$ cat config.mk
export PLATFORM = sky130hd
export DESIGN_NAME = result_packer
export DESIGN_NICKNAME = d
export VERILOG_FILES = /design/src/rtl/result_packer.sv
export SDC_FILE = /design/constraint.sdc
export NUM_CORES = 1
export LEC_CHECK = 0
export ABC_AREA = 1
export CORE_MARGIN = 1.5
export CORE_UTILIZATION = 54
export DETAILED_ROUTE_END_ITERATION = 10
export PLACE_DENSITY = 0.88
export SYNTH_ARGS = -nofsm -noshare
export SYNTH_HDL_FRONTEND = slang
export SYNTH_SLANG_ARGS = --single-unit
$ cat constraint.sdc
create_clock -name clk -period 3.69 [get_ports clk]
set_input_delay 0.738 -clock clk [delete_from_list [all_inputs] [get_ports clk]]
set_output_delay 0.738 -clock clk [all_outputs]
set_load 0.005 [all_outputs]
$ cat src/rtl/result_packer.sv
// Serialises logic_control result records (markers, ADC samples, timestamps) into 16-bit
// FIFO words: a header carrying type/device/address/sequence, followed by the payload words.
module result_packer #(
   parameter int ADC_WIDTH  = 14,
   parameter int TIME_WIDTH = 48
) (
   input  logic                  clk,
   input  logic                  rst,
   input  logic                  rec_valid,
   output logic                  rec_ready,
   input  logic [1:0]            rec_type,
   input  logic [3:0]            rec_dev,
   input  logic [7:0]            rec_addr,
   input  logic [ADC_WIDTH-1:0]  rec_adc,
   input  logic [TIME_WIDTH-1:0] rec_time,
   input  logic                  fifo_full,
   output logic [15:0]           data_out,
   output logic                  data_out_en,
   output logic                  busy,
   output logic [15:0]           word_cnt
);

   localparam int TimeWords = TIME_WIDTH / 16;
   localparam int MaxWords  = 2 + TimeWords;
   localparam int IdxW      = $clog2(MaxWords);

   typedef enum logic {
      IDLE,
      EMIT
   } state_t;

   state_t                state_q, state_d;
   logic [1:0]            type_q, type_d;
   logic [15:0]           header_q, header_d;
   logic [15:0]           adc_q, adc_d;
   logic [TIME_WIDTH-1:0] time_q, time_d;
   logic [IdxW-1:0]       idx_q, idx_d;
   logic [IdxW-1:0]       lastIdx_q, lastIdx_d;
   logic [1:0]            seq_q, seq_d;
   logic [15:0]           dataOut_q, dataOut_d;
   logic                  dataOutEn_q, dataOutEn_d;
   logic [15:0]           wordCnt_q, wordCnt_d;

   logic [IdxW-1:0]       timeIdx;
   logic [TIME_WIDTH-1:0] timeShifted;
   logic [15:0]           curWord;

   // Word order within a record is header, then ADC (if present), then time MS word first.
   always_comb begin
      timeIdx     = idx_q - IdxW'(1) - IdxW'(type_q[0]);
      timeShifted = time_q << {timeIdx, 4'b0000};
      if (idx_q == '0) begin
         curWord = header_q;
      end else if (type_q[0] && (idx_q == IdxW'(1))) begin
         curWord = adc_q;
      end else begin
         curWord = timeShifted[TIME_WIDTH-1 -: 16];
      end
   end

   always_comb begin
      state_d     = state_q;
      type_d      = type_q;
      header_d    = header_q;
      adc_d       = adc_q;
      time_d      = time_q;
      idx_d       = idx_q;
      lastIdx_d   = lastIdx_q;
      seq_d       = seq_q;
      dataOut_d   = dataOut_q;
      dataOutEn_d = 1'b0;
      wordCnt_d   = wordCnt_q;
      case (state_q)
         IDLE: begin
            if (rec_valid) begin
               type_d    = rec_type;
               header_d  = {rec_type, rec_dev, rec_addr, seq_q};
               adc_d     = 16'(rec_adc);
               time_d    = rec_time;
               idx_d     = '0;
               lastIdx_d = IdxW'(rec_type[0]) + (rec_type[1] ? IdxW'(TimeWords) : '0);
               seq_d     = seq_q + 2'd1;
               state_d   = EMIT;
            end
         end
         EMIT: begin
            // A full FIFO simply stalls the index; the held data_out is never re-strobed.
            if (!fifo_full) begin
               dataOut_d   = curWord;
               dataOutEn_d = 1'b1;
               wordCnt_d   = wordCnt_q + 16'd1;
               idx_d       = idx_q + IdxW'(1);
               if (idx_q == lastIdx_q) begin
                  state_d = IDLE;
               end
            end
         end
         default: state_d = IDLE;
      endcase
   end

   always_ff @(posedge clk) begin
      if (rst) begin
         state_q     <= IDLE;
         type_q      <= '0;
         header_q    <= '0;
         adc_q       <= '0;
         time_q      <= '0;
         idx_q       <= '0;
         lastIdx_q   <= '0;
         seq_q       <= '0;
         dataOut_q   <= '0;
         dataOutEn_q <= 1'b0;
         wordCnt_q   <= '0;
      end else begin
         state_q     <= state_d;
         type_q      <= type_d;
         header_q    <= header_d;
         adc_q       <= adc_d;
         time_q      <= time_d;
         idx_q       <= idx_d;
         lastIdx_q   <= lastIdx_d;
         seq_q       <= seq_d;
         dataOut_q   <= dataOut_d;
         dataOutEn_q <= dataOutEn_d;
         wordCnt_q   <= wordCnt_d;
      end
   end

   assign rec_ready   = (state_q == IDLE) & ~rst;
   assign busy        = (state_q == EMIT);
   assign data_out    = dataOut_q;
   assign data_out_en = dataOutEn_q;
   assign word_cnt    = wordCnt_q;

endmodule

==> impl_metrics.env, run 1 <==
export IMPL_die_area_sq_mm=0.0103
export IMPL_tightest_slew_ns=0.660
export IMPL_instances_no_fill=964
export IMPL_setup_tns_ns=0
export IMPL_yosysWarnings=0
export IMPL_seqCellArea_sq_mm=0.00240
export IMPL_worst_setup_path_end_kind="output pin"
export IMPL_netlist_area_sq_mm=0.00522
export IMPL_max_slew_margin_rel_pct=56.0
export IMPL_rsz0062_at_grt="false"
export IMPL_start_util_pct=56.0
export IMPL_dpl_cell_count=933
export IMPL_finalWirelength_um=14100
export IMPL_reg2reg_to="data_out[12]$_SDFFE_PP0P_"
export IMPL_p_per_area_mw_per_mm2=483
export IMPL_gp_congestion=0.882
export IMPL_final_net_count=911
export IMPL_cts_hold_buffers=0
export IMPL_grt_max_degree=60
export IMPL_first_pass_iters=5
export IMPL_vias=5198
export IMPL_grt_antenna_before_repair=0
export IMPL_dp_hpwl_um=9240
export IMPL_synth_flop_cell="dfxtp_1"
export IMPL_yosysUniqueCellTypes=35
export IMPL_async_reset_ff_share_pct=0
export IMPL_clk_latency_ns=0.52
export IMPL_worstRegToRegCells=8
export IMPL_critPathKind="in2out"
export IMPL_die_h_um=101
export IMPL_cts_tree="yes"
export IMPL_r2r_start="idx_q[0]$_SDFFE_PP0P_"
export IMPL_ant_nets=0
export IMPL_track_usage_pct=28.4
export IMPL_crit_required_ns=2.95
export IMPL_fmax_mhz=369
export IMPL_postSynthAreaPerCell_sq_um=7.16
export IMPL_grt_pass1_vias=5084
export IMPL_drc=0
export IMPL_h_tree_depth=4
export IMPL_syn_nets=818
export IMPL_root_buffer="clkbuf_8"
export IMPL_fin_crit_sh_pct=73.4
export IMPL_maxCapViolations=0
export IMPL_design_area_sq_mm=0.00689
export IMPL_grt_overflow=0
export IMPL_cts_setup_buffers=0
export IMPL_synthCells=730
export IMPL_r2r_slack_ns=1.38
export IMPL_antenna_diode_count=0
export IMPL_port_buffers=114
export IMPL_die_w_um=101
export IMPL_whs_endpoint="time_q[47]$_SDFFE_PP0P_"
export IMPL_n_fill_cell=648
export IMPL_wire_per_inst_um=14.7
export IMPL_vdd_drop_max_mv=0.295
export IMPL_hp_class="reg2reg"
export IMPL_cts_resized=0
export IMPL_fin_skew_ns=0.00549
export IMPL_place_area_sq_mm=0.00637
export IMPL_hold_viol=0
export IMPL_finalPower_mw=3.33
export IMPL_multi_input_area_sq_mm=0.00238
export IMPL_core_area_sq_mm=0.00933
export IMPL_ys_ff_latch=120
export IMPL_rows=35
export IMPL_slew_viol_final=0
export IMPL_holdWs_ns=0.446
export IMPL_synth_edf_count=0
export IMPL_critPathMaxFanout=20
export IMPL_drt_iter0_drc=363
export IMPL_worstSetupStartpointType="input pin"
export IMPL_clock_sinks=120
export IMPL_p_leak_nw=2.77
export IMPL_layout_drive_gt1_share_pct=6.35
export IMPL_clk_pin_slew_ns=0.06
export IMPL_finalCriticalPeriod_ns=2.71
export IMPL_crit_arrival_ns=1.97
export IMPL_ys_seq_area_share_pct=46.0
export IMPL_min_from="time_q[47]$_SDFFE_PP0P_"
export IMPL_whs_path_depth=2
export IMPL_grt_pass1_wl_um=22700
export IMPL_io_pins=115
export IMPL_vias_per_cell=5.39
export IMPL_finalSetupViolations=0
export IMPL_cts_made_buffers=17
export IMPL_run_status="finished clean"
export IMPL_flow_area_growth_from_synthesis_pct=31.9
export IMPL_clock_tree_buffer_depth=2
final cells by class:
cell class                      count  area share [%]
Multi-Input combinational cell    507            34.5
Clock buffer                       19            6.41
Tap cell                          129            2.34
Timing Repair Buffer              119            17.5
Clock inverter                     12            1.14
Inverter                           58            3.23
Sequential cell                   120            34.9
flip-flops by register name, summed over array words and instances (netlist names):
register,count
header_q,16
time_q,48
data_out,16
busy,1
idx_q,3
seq_q,2
word_cnt,16
lastIdx_q,3
data_out_en,1
adc_q,14
worst max-delay path: stages:
cell,delay (ns)
clkdlybuf4s50_1,0.40
buf_4,0.21
nor2_1,0.11
clkdlybuf4s50_1,0.51
metal layers:
metal  up-vias  track usage, %  wire, um
met3        51            6.56       911
met1      2378            31.4      5530
met5         -               0         0
met2       230            51.6      7250
li1       2539               -         -
met4         0            13.1       449
metrics by stage:
step / setup WS, ns / util, %
after CTS: 0.966 / 73.8
after global routing: 0.938 / 73.8
after global placement: 0.993 / 68.3
after detailed placement: 0.973 / 68.3
after floorplan: 1.58 / -
final: 0.981 / 73.8
power by group:
part / internal, mW / switching [mW] / leakage (nW)
clock: 0.849 / 0.595 / 0.244
combinational: 0.193 / 0.247 / 1.54
sequential: 1.39 / 0.0540 / 0.988
placed cells by master (no fill, tap or decap), types with 2 or more instances in the layout:
cell type / synthesis / routed
clkinv_2: 0 / 5
nand3_1: 24 / 24
a31oi_1: 8 / 8
nand2_1: 92 / 91
inv_2: 4 / 5
a21oi_1: 43 / 43
clkinvlp_4: 0 / 6
ha_1: 8 / 8
o21ai_0: 133 / 133
nor2_4: 3 / 3
buf_4: 1 / 3
nand2_2: 1 / 2
buf_12: 1 / 2
nor3b_1: 2 / 2
nor2_1: 168 / 168
dfxtp_1: 120 / 120
xor2_1: 2 / 2
clkbuf_16: 0 / 16
clkdlybuf4s50_1: 0 / 114
clkbuf_8: 0 / 3
inv_4: 2 / 2
xnor2_1: 3 / 3
o21ai_1: 9 / 9
inv_1: 52 / 51
cells in the mapped netlist (2+ instances only):
master,number,area [sq um]
buf_2,15,75.1
nor2_1,168,631
nand3_1,24,120
nor2_4,3,33.8
ha_1,8,100
nand2_1,92,345
buf_6,2,22.5
o21ai_1,9,45.0
nor3b_1,2,15.0
inv_2,4,15.0
a21oi_1,43,215
inv_1,52,195
o21ai_0,133,666
xor2_1,2,17.5
inv_4,2,12.5
dfxtp_1,120,2400
clkbuf_1,24,90.1
a31oi_1,8,50.1
xnor2_1,3,26.3
cells by family (layout without fill, tap and decap cells):
family | after synthesis | count (layout) | synth area share (%)
DFF | 120 | 120 | 46.0
xor gates and xnor gates | 6 | 6 | 1.15
and+or+nand+nor | 297 | 297 | 23.3
buffers and inverters | 103 | 208 | 8.55
AOI/OAI and AO/OA | 196 | 196 | 19.1
adders and majority gates | 8 | 8 | 1.92
worst max path at each step:
stage	endpoint	startpoint	slack, ns	cells past startpoint
floorplan	rec_ready	rst	1.58	3
global placement	rec_ready	rst	0.99	4
detailed placement	rec_ready	rst	0.97	4
CTS	rec_ready	rst	0.97	4
global route	rec_ready	rst	0.94	4
finish	rec_ready	rst	0.98	4
No activity file was read; power rests on OpenSTA's default activity.
==> inputs of run 2 (changes only) <==
Settings changed: CORE_UTILIZATION 54 to 51, PLACE_DENSITY 0.88 to 0.83.
Clock period 3.69 ns to 2.8 ns, I/O delays scaled along.
==> run 2 against run 1 <==
  * Sequential share of layout area down 0.66 points
  * Cell count up 0.73%
  * Worst hold slack better by 0.0013 ns
  * Register-to-register slack worse by 0.85 ns
  * Critical path depth up 6
  * Setup slack worse by 0.45 ns
  * Design area up 1.9%
==> impl_metrics.env, run 2 (synthesis results as in run 1) <==
export IMPL_flow_area_growth_from_synthesis_pct=34.4
export IMPL_first_pass_iters=5
export IMPL_io_pins=115
export IMPL_hp_class="reg2reg"
export IMPL_hold_viol=0
export IMPL_critPathMaxFanout=17
export IMPL_drc=0
export IMPL_root_buffer="clkbuf_8"
export IMPL_finalSetupViolations=0
export IMPL_max_slew_margin_rel_pct=47.1
export IMPL_crit_required_ns=3.25
export IMPL_h_tree_depth=4
export IMPL_largest_reg_flops=48
export IMPL_dp_hpwl_um=9080
export IMPL_clk_pin_slew_ns=0.06
export IMPL_finalPower_mw=4.79
export IMPL_grt_pass1_vias=4981
export IMPL_final_net_count=913
export IMPL_cts_made_buffers=17
export IMPL_core_area_sq_mm=0.00986
export IMPL_fin_skew_ns=0.00632
export IMPL_design_area_sq_mm=0.00702
export IMPL_power_switching_mw=1.15
export IMPL_track_usage_pct=26.3
export IMPL_tightest_slew_ns=0.794
export IMPL_layout_commonest_cell="nor2_1"
export IMPL_run_status="finished clean"
export IMPL_p_per_area_mw_per_mm2=683
export IMPL_fin_crit_sh_pct=81.0
export IMPL_cts_setup_buffers=0
export IMPL_start_util_pct=53.0
export IMPL_finalCriticalPeriod_ns=2.27
export IMPL_clk_latency_ns=0.52
export IMPL_swShare_pct=24.0
export IMPL_place_area_sq_mm=0.00639
export IMPL_rows=36
export IMPL_wire_per_inst_um=14.1
export IMPL_drt_iter0_drc=344
export IMPL_internal_power_mw=3.64
export IMPL_die_h_um=104
export IMPL_layout_drive_gt1_share_pct=6.44
export IMPL_gp_congestion=0.865
export IMPL_finalWirelength_um=13700
export IMPL_grt_overflow=0
export IMPL_cts_resized=0
export IMPL_cts_tree="yes"
export IMPL_antenna_diode_count=0
export IMPL_maxCapViolations=0
export IMPL_setup_tns_ns=0
export IMPL_power_frac_seq_pct=39.7
export IMPL_fmax_mhz=441
export IMPL_grt_pass1_wl_um=23100
export IMPL_vias=5172
export IMPL_grt_antenna_before_repair=0
export IMPL_vias_per_cell=5.33
export IMPL_worstSetupStartpointType="flip-flop"
export IMPL_cts_hold_buffers=0
export IMPL_p_leak_nw=2.83
export IMPL_die_area_sq_mm=0.0109
export IMPL_port_buffers=114
export IMPL_final_cell_mix="nor2_1, o21ai_0, dfxtp_1"
export IMPL_grt_max_degree=97
export IMPL_crit_arrival_ns=2.71
export IMPL_die_w_um=104
export IMPL_combPwrFrac_pct=12.0
export IMPL_worst_setup_path_end_kind="flip-flop"
export IMPL_critPathKind="reg2reg"
export IMPL_regMostFlops="time_q"
export IMPL_slew_viol_final=0
export IMPL_ant_nets=0
export IMPL_clock_tree_buffer_depth=2
export IMPL_p_clk_share_pct=48.4
export IMPL_rsz0062_at_grt="false"
export IMPL_clock_sinks=120
export IMPL_vdd_drop_max_mv=0.408
[run 2: cell count changes in the layout (fill, tap and decap cells not counted), sizes merged]
cell and change:
clkinv -2, clkbuf +1, buf +2, inv -1, clkinvlp -2, bufinv +5
[run 2: cell type report]
cell class,instances,area [sq um]
Sequential cell,120,2400
Timing Repair Buffer,121,1220
Tap cell,133,166
Clock inverter,12,199
Inverter,58,223
Multi-Input combinational cell,507,2380
Fill cell,746,2840
Clock buffer,20,435
[run 2: power by group through the flow]
stage	sequential, mW	clock (mW)	combinational [mW]
2_1_floorplan	1.91	0	0.345
3_3_place_gp	1.93	0	0.543
3_5_place_dp	1.93	0	0.559
4_1_cts	1.90	2.33	0.572
5_1_grt	1.91	2.41	0.646
6_report	1.90	2.32	0.574
[run 2: layer usage]
layer / routed length, um / vias to the layer above / share of wire (%) / GRT usage [%]
li1: - / 2548 / - / -
met1: 5780 / 2385 / 42 / 31.3
met2: 6840 / 208 / 50 / 45.6
met3: 833 / 31 / 6.1 / 6.95
met4: 264 / 0 / 1.9 / 9.13
met5: 0 / - / 0 / 0
[run 2: metrics by stage]
step,setup slack (ns),utilization (%),std cells,hold WS [ns]
floorplan,1.05,-,730,0.420
global placement,0.645,64.8,939,0.433
global route,0.404,71.2,971,0.473
detailed placement,0.587,64.8,939,0.443
CTS,0.563,71.2,971,0.448
finish,0.533,71.2,971,0.447
[run 2: path summary, 6_finish.rpt]
check | from | cells past startpoint | slack [ns] | endpoint
hold reg to reg | time_q[47]$_SDFFE_PP0P_ | 2 | 0.45 | time_q[47]$_SDFFE_PP0P_
setup / recovery | idx_q[0]$_SDFFE_PP0P_ | 10 | 0.53 | data_out[7]$_SDFFE_PP0P_
hold / removal | time_q[47]$_SDFFE_PP0P_ | 2 | 0.45 | time_q[47]$_SDFFE_PP0P_
setup reg to reg | idx_q[0]$_SDFFE_PP0P_ | 10 | 0.53 | data_out[7]$_SDFFE_PP0P_
[run 2: worst max-delay path, cell delays in order (launching register included)]
cell and delay [ns]:
dfxtp_1 0.47, ha_1 0.22, inv_1 0.05, ha_1 0.45, inv_2 0.33, nand3_1 0.13
o21ai_1 0.18, nand2_1 0.08, nand2_1 0.07, nand2_1 0.07, a21oi_1 0.14
